`src/rtl/can_bit_timing.sv`:
```
// can_bit_timing
//   Bit-timing and sampling front end for the CAN receive path. Synchronises
//   the raw bus level, divides the system clock into time quanta, hard-syncs
//   on start of frame and resynchronises on later recessive-to-dominant edges.
//
// Ports
//   clock       system clock
//   reset       asynchronous, active-high reset
//   enable      1 = timing active; 0 = counters held at reset values
//   can_rx_pin  raw asynchronous bus level (1 = recessive)
//   R_frame     one-clock pulse at each sample point
//   Can_rx      sampled bit, updated in the R_frame cycle
//   bus_idle    IDLE_BITS consecutive recessive samples seen
//   resync_evt  one-clock pulse when a hard sync or resync is applied
module can_bit_timing #(
  parameter int unsigned PRESCALER = 10,
  parameter int unsigned TSEG1     = 13,
  parameter int unsigned TSEG2     = 2,
  parameter int unsigned SJW       = 1,
  parameter int unsigned IDLE_BITS = 11
) (
  input  logic clock,
  input  logic reset,
  input  logic enable,
  input  logic can_rx_pin,
  output logic R_frame,
  output logic Can_rx,
  output logic bus_idle,
  output logic resync_evt
);

  localparam int unsigned NBT = 1 + TSEG1 + TSEG2;
  localparam int unsigned PW  = (PRESCALER > 1) ? $clog2(PRESCALER) : 1;
  localparam int unsigned TW  = $clog2(NBT + SJW);
  localparam int unsigned EW  = $clog2(SJW + 1);
  localparam int unsigned IW  = $clog2(IDLE_BITS + 1);

  localparam logic [PW-1:0] PRESC_LAST = PW'(PRESCALER - 1);
  localparam logic [TW-1:0] TSEG1_TQ   = TW'(TSEG1);
  localparam logic [TW-1:0] LAST_TQ    = TW'(NBT - 1);
  localparam logic [TW-1:0] SJW_TQ     = TW'(SJW);
  localparam logic [TW:0]   NBT_W      = (TW + 1)'(NBT);
  localparam logic [EW-1:0] SJW_E      = EW'(SJW);
  localparam logic [IW-1:0] IDLE_MAX   = IW'(IDLE_BITS);

  typedef enum logic [2:0] {
    EDGE_NONE,
    EDGE_HARD,
    EDGE_SYNC_SEG,
    EDGE_POS,
    EDGE_NEG_RESTART,
    EDGE_NEG_SHORTEN
  } edge_t;

  logic          sync1, sync2, sync3;
  logic [PW-1:0] presc, presc_n;
  logic [TW-1:0] tq, tq_n;
  logic [EW-1:0] ext, ext_n;
  logic          edge_done, edge_done_n;
  logic [IW-1:0] idle_cnt, idle_cnt_n;
  logic          can_rx_n, bus_idle_n;

  edge_t         edge_kind;
  logic          fall, tick, sample, bit_end;
  logic [TW-1:0] ext_tq, sample_tq, end_tq, pos;

  always_ff @(posedge clock or posedge reset) begin
    if (reset) begin
      sync1 <= 1'b1;
      sync2 <= 1'b1;
      sync3 <= 1'b1;
    end else begin
      sync1 <= can_rx_pin;
      sync2 <= sync1;
      sync3 <= sync2;
    end
  end

  always_comb begin
    fall      = sync3 & ~sync2;
    ext_tq    = TW'(ext);
    sample_tq = TSEG1_TQ + ext_tq;
    end_tq    = LAST_TQ + ext_tq;
    tick      = enable && (presc == PRESC_LAST);
    sample    = tick && (tq == sample_tq);
    bit_end   = tick && (tq == end_tq);

    // Edges coinciding with a tq tick are classified at the post-tick
    // position: an edge on the sample tick lands past the sample point
    // (negative error) and an edge on the bit-end tick lands in SYNC_SEG.
    if (bit_end)   pos = '0;
    else if (tick) pos = tq + TW'(1);
    else           pos = tq;

    edge_kind = EDGE_NONE;
    if (enable && fall) begin
      if (bus_idle) begin
        edge_kind = EDGE_HARD;
      end else if (!edge_done && Can_rx) begin
        if (pos == '0)
          edge_kind = EDGE_SYNC_SEG;
        else if (pos <= sample_tq)
          edge_kind = EDGE_POS;
        else if (({1'b0, pos} + {1'b0, SJW_TQ}) >= (NBT_W + {1'b0, ext_tq}))
          edge_kind = EDGE_NEG_RESTART;
        else
          edge_kind = EDGE_NEG_SHORTEN;
      end
    end

    presc_n     = tick ? '0 : presc + PW'(1);
    tq_n        = tq;
    ext_n       = ext;
    edge_done_n = edge_done;
    if (tick) begin
      if (bit_end) begin
        tq_n        = '0;
        ext_n       = '0;
        edge_done_n = 1'b0;
      end else begin
        tq_n = tq + TW'(1);
      end
    end

    case (edge_kind)
      EDGE_HARD, EDGE_NEG_RESTART: begin
        presc_n     = '0;
        tq_n        = '0;
        ext_n       = '0;
        edge_done_n = 1'b1;
      end
      EDGE_SYNC_SEG: edge_done_n = 1'b1;
      EDGE_POS: begin
        ext_n       = (pos < SJW_TQ) ? pos[EW-1:0] : SJW_E;
        edge_done_n = 1'b1;
      end
      EDGE_NEG_SHORTEN: begin
        tq_n        = pos + SJW_TQ;
        edge_done_n = 1'b1;
      end
      default: ;
    endcase

    can_rx_n   = sample ? sync2 : Can_rx;
    idle_cnt_n = idle_cnt;
    bus_idle_n = bus_idle;
    if (sample) begin
      if (sync2) begin
        if (idle_cnt != IDLE_MAX) idle_cnt_n = idle_cnt + IW'(1);
        if (idle_cnt_n == IDLE_MAX) bus_idle_n = 1'b1;
      end else begin
        idle_cnt_n = '0;
        bus_idle_n = 1'b0;
      end
    end
    if (edge_kind == EDGE_HARD) bus_idle_n = 1'b0;

    if (!enable) begin
      presc_n     = '0;
      tq_n        = '0;
      ext_n       = '0;
      edge_done_n = 1'b0;
      idle_cnt_n  = '0;
      bus_idle_n  = 1'b1;
    end

    R_frame    = sample;
    resync_evt = (edge_kind == EDGE_HARD) || (edge_kind == EDGE_POS) ||
                 (edge_kind == EDGE_NEG_RESTART) || (edge_kind == EDGE_NEG_SHORTEN);
  end

  always_ff @(posedge clock or posedge reset) begin
    if (reset) begin
      presc     <= '0;
      tq        <= '0;
      ext       <= '0;
      edge_done <= 1'b0;
      idle_cnt  <= '0;
      Can_rx    <= 1'b1;
      bus_idle  <= 1'b1;
    end else begin
      presc     <= presc_n;
      tq        <= tq_n;
      ext       <= ext_n;
      edge_done <= edge_done_n;
      idle_cnt  <= idle_cnt_n;
      Can_rx    <= can_rx_n;
      bus_idle  <= bus_idle_n;
    end
  end

endmodule

```
`config.mk`:
```
export PLATFORM = sky130hd
export DESIGN_NAME = can_bit_timing
export DESIGN_NICKNAME = d
export VERILOG_FILES = /design/src/rtl/can_bit_timing.sv
export SDC_FILE = /design/constraint.sdc
export NUM_CORES = 1
export LEC_CHECK = 0
export CORE_MARGIN = 2
export CORE_UTILIZATION = 60
export CTS_CLUSTER_DIAMETER = 60
export DETAILED_ROUTE_END_ITERATION = 8
export PLACE_DENSITY = 0.79
export RECOVER_POWER = 50
export SETUP_SLACK_MARGIN = 0.1
export SYNTH_ARGS = -nofsm -noshare
export SYNTH_HDL_FRONTEND = slang
export SYNTH_SLANG_ARGS = --single-unit
```
`constraint.sdc`:
```
create_clock -name clock -period 3.86 [get_ports clock]
set_input_delay 0.772 -clock clock [delete_from_list [all_inputs] [get_ports clock]]
set_output_delay 0.772 -clock clock [all_outputs]
set_load 0.02 [all_outputs]
```
==> Yosys cells after proc, flatten, opt, wreduce, memory -nomap -nowiden <==
Cells that the tools add are included.
{ "word_totals": {"regBits": 20, "output_inout_bits": 4, "in_bits": 4} }
{ "classes": {"bitwise": 2, "n_reduce_logical": 15, "n_eq_ne": 18, "addsub": 8, "magnitude_cmp": 3, "mux": 33} }
{ "op_table": {"columns": ["cell", "count"], "rows": [
  ["two-way mux 4 bit", 9],
  ["two-way mux 5 bit", 5],
  ["two-way mux 3 bit", 5],
  ["two-way mux 1 bit", 12],
  ["!= test 4 x 1 -> 1 bit, second input constant", 3],
  ["adder 4 x 1 -> 5 bit, first input constant", 2],
  ["adder 5 x 1 -> 5 bit, second input constant", 2],
  ["equality test 5 bit", 2],
  ["case mux 5 bit (2 select lines)", 1],
  ["adder 4 x 1 -> 4 bit, second input constant", 2],
  ["equality test 4 bit, second input constant", 2],
  ["adder 5 x 1 -> 6 bit, first input constant", 1],
  ["adder 5 x 1 -> 6 bit, second input constant", 1],
  ["equality test 3 x 2 -> 1 bit, second input constant", 2],
  ["equality test 3 bit, second input constant", 2],
  [">= comparator 6 bit", 1],
  ["!= test 3 x 2 -> 1 bit, second input constant", 2],
  ["AND reduction 2 bit", 3],
  ["<= comparator 5 bit", 1],
  ["logical AND 1 bit", 5],
  ["logical NOT 5 bit", 1],
  ["less-than comparator 5 x 1 -> 1 bit, second input constant", 1],
  ["OR reduction 5 bit", 1],
  ["!= test 4 x 2 -> 1 bit, second input constant", 1],
  ["10 further kinds", 12]
]} }

==> Depth between registers and ports, before layout <==
{ "logic_depth": {"word_depth": 16, "ltp_mapped": 16, "ltp_nobuf": 15} }

==> Least setup slack after synthesis <==
Ideal clock, no wire load.
{ "synth_timing": {"kind": "input-to-output", "start": "in enable", "end": "out resync_evt", "path_stages": 14, "t_required_ns": 3.088, "slack_ns": 0.132, "n_path_buf": 1, "arrival_time_ns": 2.956, "path_cell_list": "and4b_1 > buf_4 > nand2_1 > o31a_1 > inv_1 > ha_1 > nor2b_1 > o21ai_0 > a31o_1 > o21ai_0 > o221a_2 > nand4_4 > nand3_4 > a21oi_1"} }
{ "synth_via": {"elab_chain_cells": 15, "elab_cells_between_ends": 22, "cone_classes": "1 x add/sub; 2 x order compare; 4 x eq/ne; 8 x mux; 7 x reduce/logical"} }
{ "synth_lines": {"columns": ["element", "line_no", "source"], "rows": [
  ["start: declaration", "24", "input logic enable,"],
  ["logical AND 1 bit", "84", "tick = enable && (presc == PRESC_LAST);"],
  ["two-way mux 5 bit / logical AND 1 bit (equally long branches)", "92, 86", null],
  ["two-way mux 5 bit", "91", "if (bit_end) pos = '0;"],
  ["adder 5 x 1 -> 6 bit", "104", "else if (({1'b0, pos} + {1'b0, SJW_TQ}) >= (NBT_W + {1'b0, ext_tq}))"],
  [">= comparator 6 bit", "104", null],
  ["two-way mux 1 bit", "104", null],
  ["two-way mux 3 bit", "102", "else if (pos <= sample_tq)"],
  ["two-way mux 3 bit", "100", "if (pos == '0)"],
  ["two-way mux 3 bit", "99", "end else if (!edge_done && Can_rx) begin"],
  ["two-way mux 3 bit", "97", "if (bus_idle) begin"],
  ["two-way mux 3 bit (*)", "96", "if (enable && fall) begin"],
  ["equality test 3 x 1 -> 1 bit / equality test 3 x 2 -> 1 bit (equally long branches)", "168", "resync_evt = (edge_kind == EDGE_HARD) || (edge_kind == EDGE_POS) ||"],
  ["logical OR 1 bit (2 in a row)", "168", null],
  ["logical OR 1 bit (*)", "169", "(edge_kind == EDGE_NEG_RESTART) || (edge_kind == EDGE_NEG_SHORTEN);"],
  ["end: declaration", "29", "output logic resync_evt"]
]} }
Mark *: on every way between the ends. The rest lies on a longest branch, timed or not.

==> Final worst setup path <==
{ "layout_timing": {"start": "reg tq[2]", "end": "out resync_evt"} }
{ "layout_via": {"elab_chain_cells": 15, "elab_cells_between_ends": 22, "cone_classes": "2 x add/sub; 2 x order compare; 5 x eq/ne; 8 x mux; 5 x reduce/logical"} }
{ "layout_lines": {"columns": ["element", "line_no", "source"], "rows": [
  ["start: declaration", "57", "logic [TW-1:0] tq, tq_n;"],
  ["start signal: assignment", "183", "tq <= tq_n;"],
  ["adder 5 x 1 -> 5 bit / equality test 5 bit (equally long branches)", "92, 86", null],
  ["two-way mux 5 bit / logical AND 1 bit (equally long branches)", "92, 86", null],
  ["two-way mux 5 bit (*)", "91", null],
  ["adder 5 x 1 -> 6 bit", "104", null],
  [">= comparator 6 bit", "104", null],
  ["two-way mux 1 bit", "104", null],
  ["two-way mux 3 bit", "102", null],
  ["two-way mux 3 bit (*)", "100", null],
  ["two-way mux 3 bit (*)", "99", null],
  ["two-way mux 3 bit (*)", "97", null],
  ["two-way mux 3 bit (*)", "96", null],
  ["equality test 3 x 1 -> 1 bit / equality test 3 x 2 -> 1 bit (equally long branches)", "168", null],
  ["logical OR 1 bit (2 in a row)", "168", null],
  ["logical OR 1 bit (*)", "169", null]
]} }
Marks and branches as above.

==> impl_metrics.toml <==
[floorplanning]
fp.dieH_um = 57.4
die-area_mm2 = 0.00329
rows = 19
io_pins = 8
initial_utilization_pct = 62.6
die_w_um = 57.4
core_mm2 = 0.00273

[finish]
nFillCells = 173
register_area_um2 = 507
drive_above_1_share_pct = 38.9
fin_cells = 278
syn_to_final_growth_pct = 32.0
multi_input_area_mm2 = 0.00119
fin_nets = 261
num_antenna_cells = 0

[timing]
drv_slew = 0
maxSlewHeadroom_pct = 49.5
clock_skew_ns = 0.00487
finalCriticalPeriod_ns = 3.78
worst_pin_slew_ns = 0.754
fmax_mhz = 265
finalSetupViolations = 0
rsz0062_at_grt = "yes"
period_share_pct = 97.9
setup_ws_ns = 0.0815
hold_viol_final = 0

[synth]
postSynthCellCount = 193
syn_nets = 206
ys_seq_area_share_pct = 29.6
synth-seq-cells = 20
yosysWarnings = 0
ys_types = 59
synthArstFlopShare_pct = 100
ys.flop_type = "dfrtp_1"
avgSynthCellArea_um2 = 8.86
synth_edf_count = 0
synth_area_mm2 = 0.00171

[cts]
clockBufferDepth = 2
cts.hold.buffers_added = 0
h-tree-depth = 1
cts_buffers = 3
clockRootBuffer = "clkbuf_4"
clkSinkCount = 20
clk_latency_ns = 0.31
tritoncts = "done"
clk_pin_slew_ns = 0.11

[route]
wl_per_cell_um = 16.7
final_antenna_net_count = 0
drc = 0
viasPerCell = 6.06
drt_iter0_drc = 134
routed_wirelength_mm = 4.65
drtPass1Iterations = 4
vias = 1686

[power_and_ir_drop]
p_leak_uw = 0.00101
vdd_ir_drop_max_uv = 358
power.total_uw = 609
power.density_mw_per_mm2 = 270

[worst_hold_path]
hp-class = "register to register"
hold_depth = 0

[global_routing]
grt_overflow_total = 0
met3_usage_pct = 1.36
grt_pass1_vias = 1628
busiest_layer = "met2"
track_usage_pct = 29.3
met1_usage_pct = 40.0
grt_pass1_wl_mm = 7.49
antenna_found_initial = 0
grt_max_degree = 21
grtUsageMet2_pct = 48.9

[worst_setup_path]
arrival_ns = 3.01
crit_path_start_kind = "register"
cp-end-kind = "primary output"
crit_fanout = 4
rr_worst_depth = 15
crit_type = "register to primary output"
required_ns = 3.09

[place]
io_buffers = 7
gp_congestion = 0.922
dp.cells = 268
dp_hpwl_mm = 3.47
place_ws_ns = -0.731

[run_status]
outcome = "finished clean"

[job]
maxCapViolCount = 0
[where the power goes]
group | leakage [uW] | switching (uW) | internal [uW]
sequential | 0.000257 | 12.0 | 223
combinational | 0.000740 | 137 | 132
clock | 0.0000150 | 64.8 | 40.5
[Yosys cell counts, types with 2 or more instances]
| cell type | n | area share, % |
|---|---|---|
| nand2_1 | 22 | 4.8 |
| dfrtp_1 | 15 | 22 |
| nor2_1 | 13 | 2.9 |
| inv_1 | 12 | 2.6 |
| o21ai_1 | 10 | 2.9 |
| a21oi_1 | 9 | 2.6 |
| ha_1 | 9 | 6.6 |
| nand3_1 | 9 | 2.6 |
| nand4_1 | 6 | 2.2 |
| o21ai_0 | 6 | 1.8 |
| a31oi_1 | 5 | 1.8 |
| dfstp_2 | 5 | 7.7 |
| a211oi_2 | 4 | 2.9 |
| nor3_1 | 4 | 1.2 |
| xnor2_1 | 4 | 2.0 |
| a22o_1 | 3 | 1.5 |
| buf_2 | 3 | 0.88 |
| buf_4 | 3 | 1.3 |
| clkbuf_1 | 3 | 0.66 |
| nand2b_1 | 3 | 1.1 |
| nor2b_1 | 3 | 1.1 |
| and3_1 | 2 | 0.73 |
| nand4b_1 | 2 | 1.0 |
| or3_1 | 2 | 0.73 |
| xor2_1 | 2 | 1.0 |
[layout make-up]
class | count | share of cell area, %
sequential | 20 | 22.4
multi-input combinational | 152 | 52.6
timing repair buffer | 59 | 20.1
inverter | 12 | 1.99
tap | 31 | 1.72
clock buffer | 4 | 1.16
[repair_timing]
action                     in CTS  in global routing
resized for setup              12                 16
gates cloned                    0                  0
pin swaps                       2                 10
buffers inserted                3                  3
setup endpoints to repair       1                  1
[cells by family after synthesis]
logic type,synth area share [%]
buffers and inverters,5.49
adder cells (fa/ha/maj),6.58
AND/OR/NAND/NOR,28.9
multiplexers,0.658
flip-flops,29.6
AO/OA/AOI/OAI,24.7
XOR/XNOR,4.02
[cells in the final DEF, fill, tap and decap left out, types with 5 or more instances in the layout]
cell / instances
o21ai_1: 9
a21oi_1: 7
nand4_1: 6
a31oi_1: 5
inv_1: 11
dfrtp_1: 15
buf_4: 53
ha_1: 6
nand3_1: 9
nand2_1: 21
nor2_1: 11
[metrics by stage]
step                      area (um^2)  hold slack [ns]  TNS, ns  util (%)
final                            2260            0.375        0      82.6
after global placement           2120            0.349   -0.648      77.4
after CTS                        2170            0.370        0      79.4
after detailed placement         2120            0.352   -0.763      77.4
after global routing             2260            0.383  -0.0366      82.6
after floorplan                  1710            0.345        0         -
[worst paths after layout]
check	start	to	slack [ns]
setup / recovery	tq[2]	resync_evt	0.08
hold / removal	sync1	sync2	0.37
setup reg to reg	tq[2]	tq[1]	0.58
hold reg to reg	sync1	sync2	0.37
max in group asynchronous	reset	edge_done	2.40
min in group asynchronous	reset	presc[0]	1.00
[state kept, by name, indices dropped and copies added, names as in the netlist]
register,count
sync2,1
sync1,1
ext,1
idle_cnt,4
tq,5
Can_rx,1
presc,4
edge_done,1
bus_idle,1
sync3,1
[metal layers]
metal | share of wire (%) | wire length [um]
met1 | 43 | 2000
met2 | 51 | 2350
met3 | 3.5 | 165
met4 | 2.8 | 128
met5 | 0 | 0
[worst max-delay path: stages (launching register included)]
cell     delay (ns)
dfrtp_1        0.43
or3_4          0.42
o21ai_2        0.12
nor2_1         0.06
a21oi_2        0.21
ha_1           0.29
nor2_1         0.13
nand2_1        0.10
nor2_2         0.14
nand2_1        0.09
o221a_4        0.26
nand4_4        0.07
nand3_4        0.07
a21oi_2        0.14
buf_4          0.15
No activity file was read; power rests on OpenSTA's default activity.
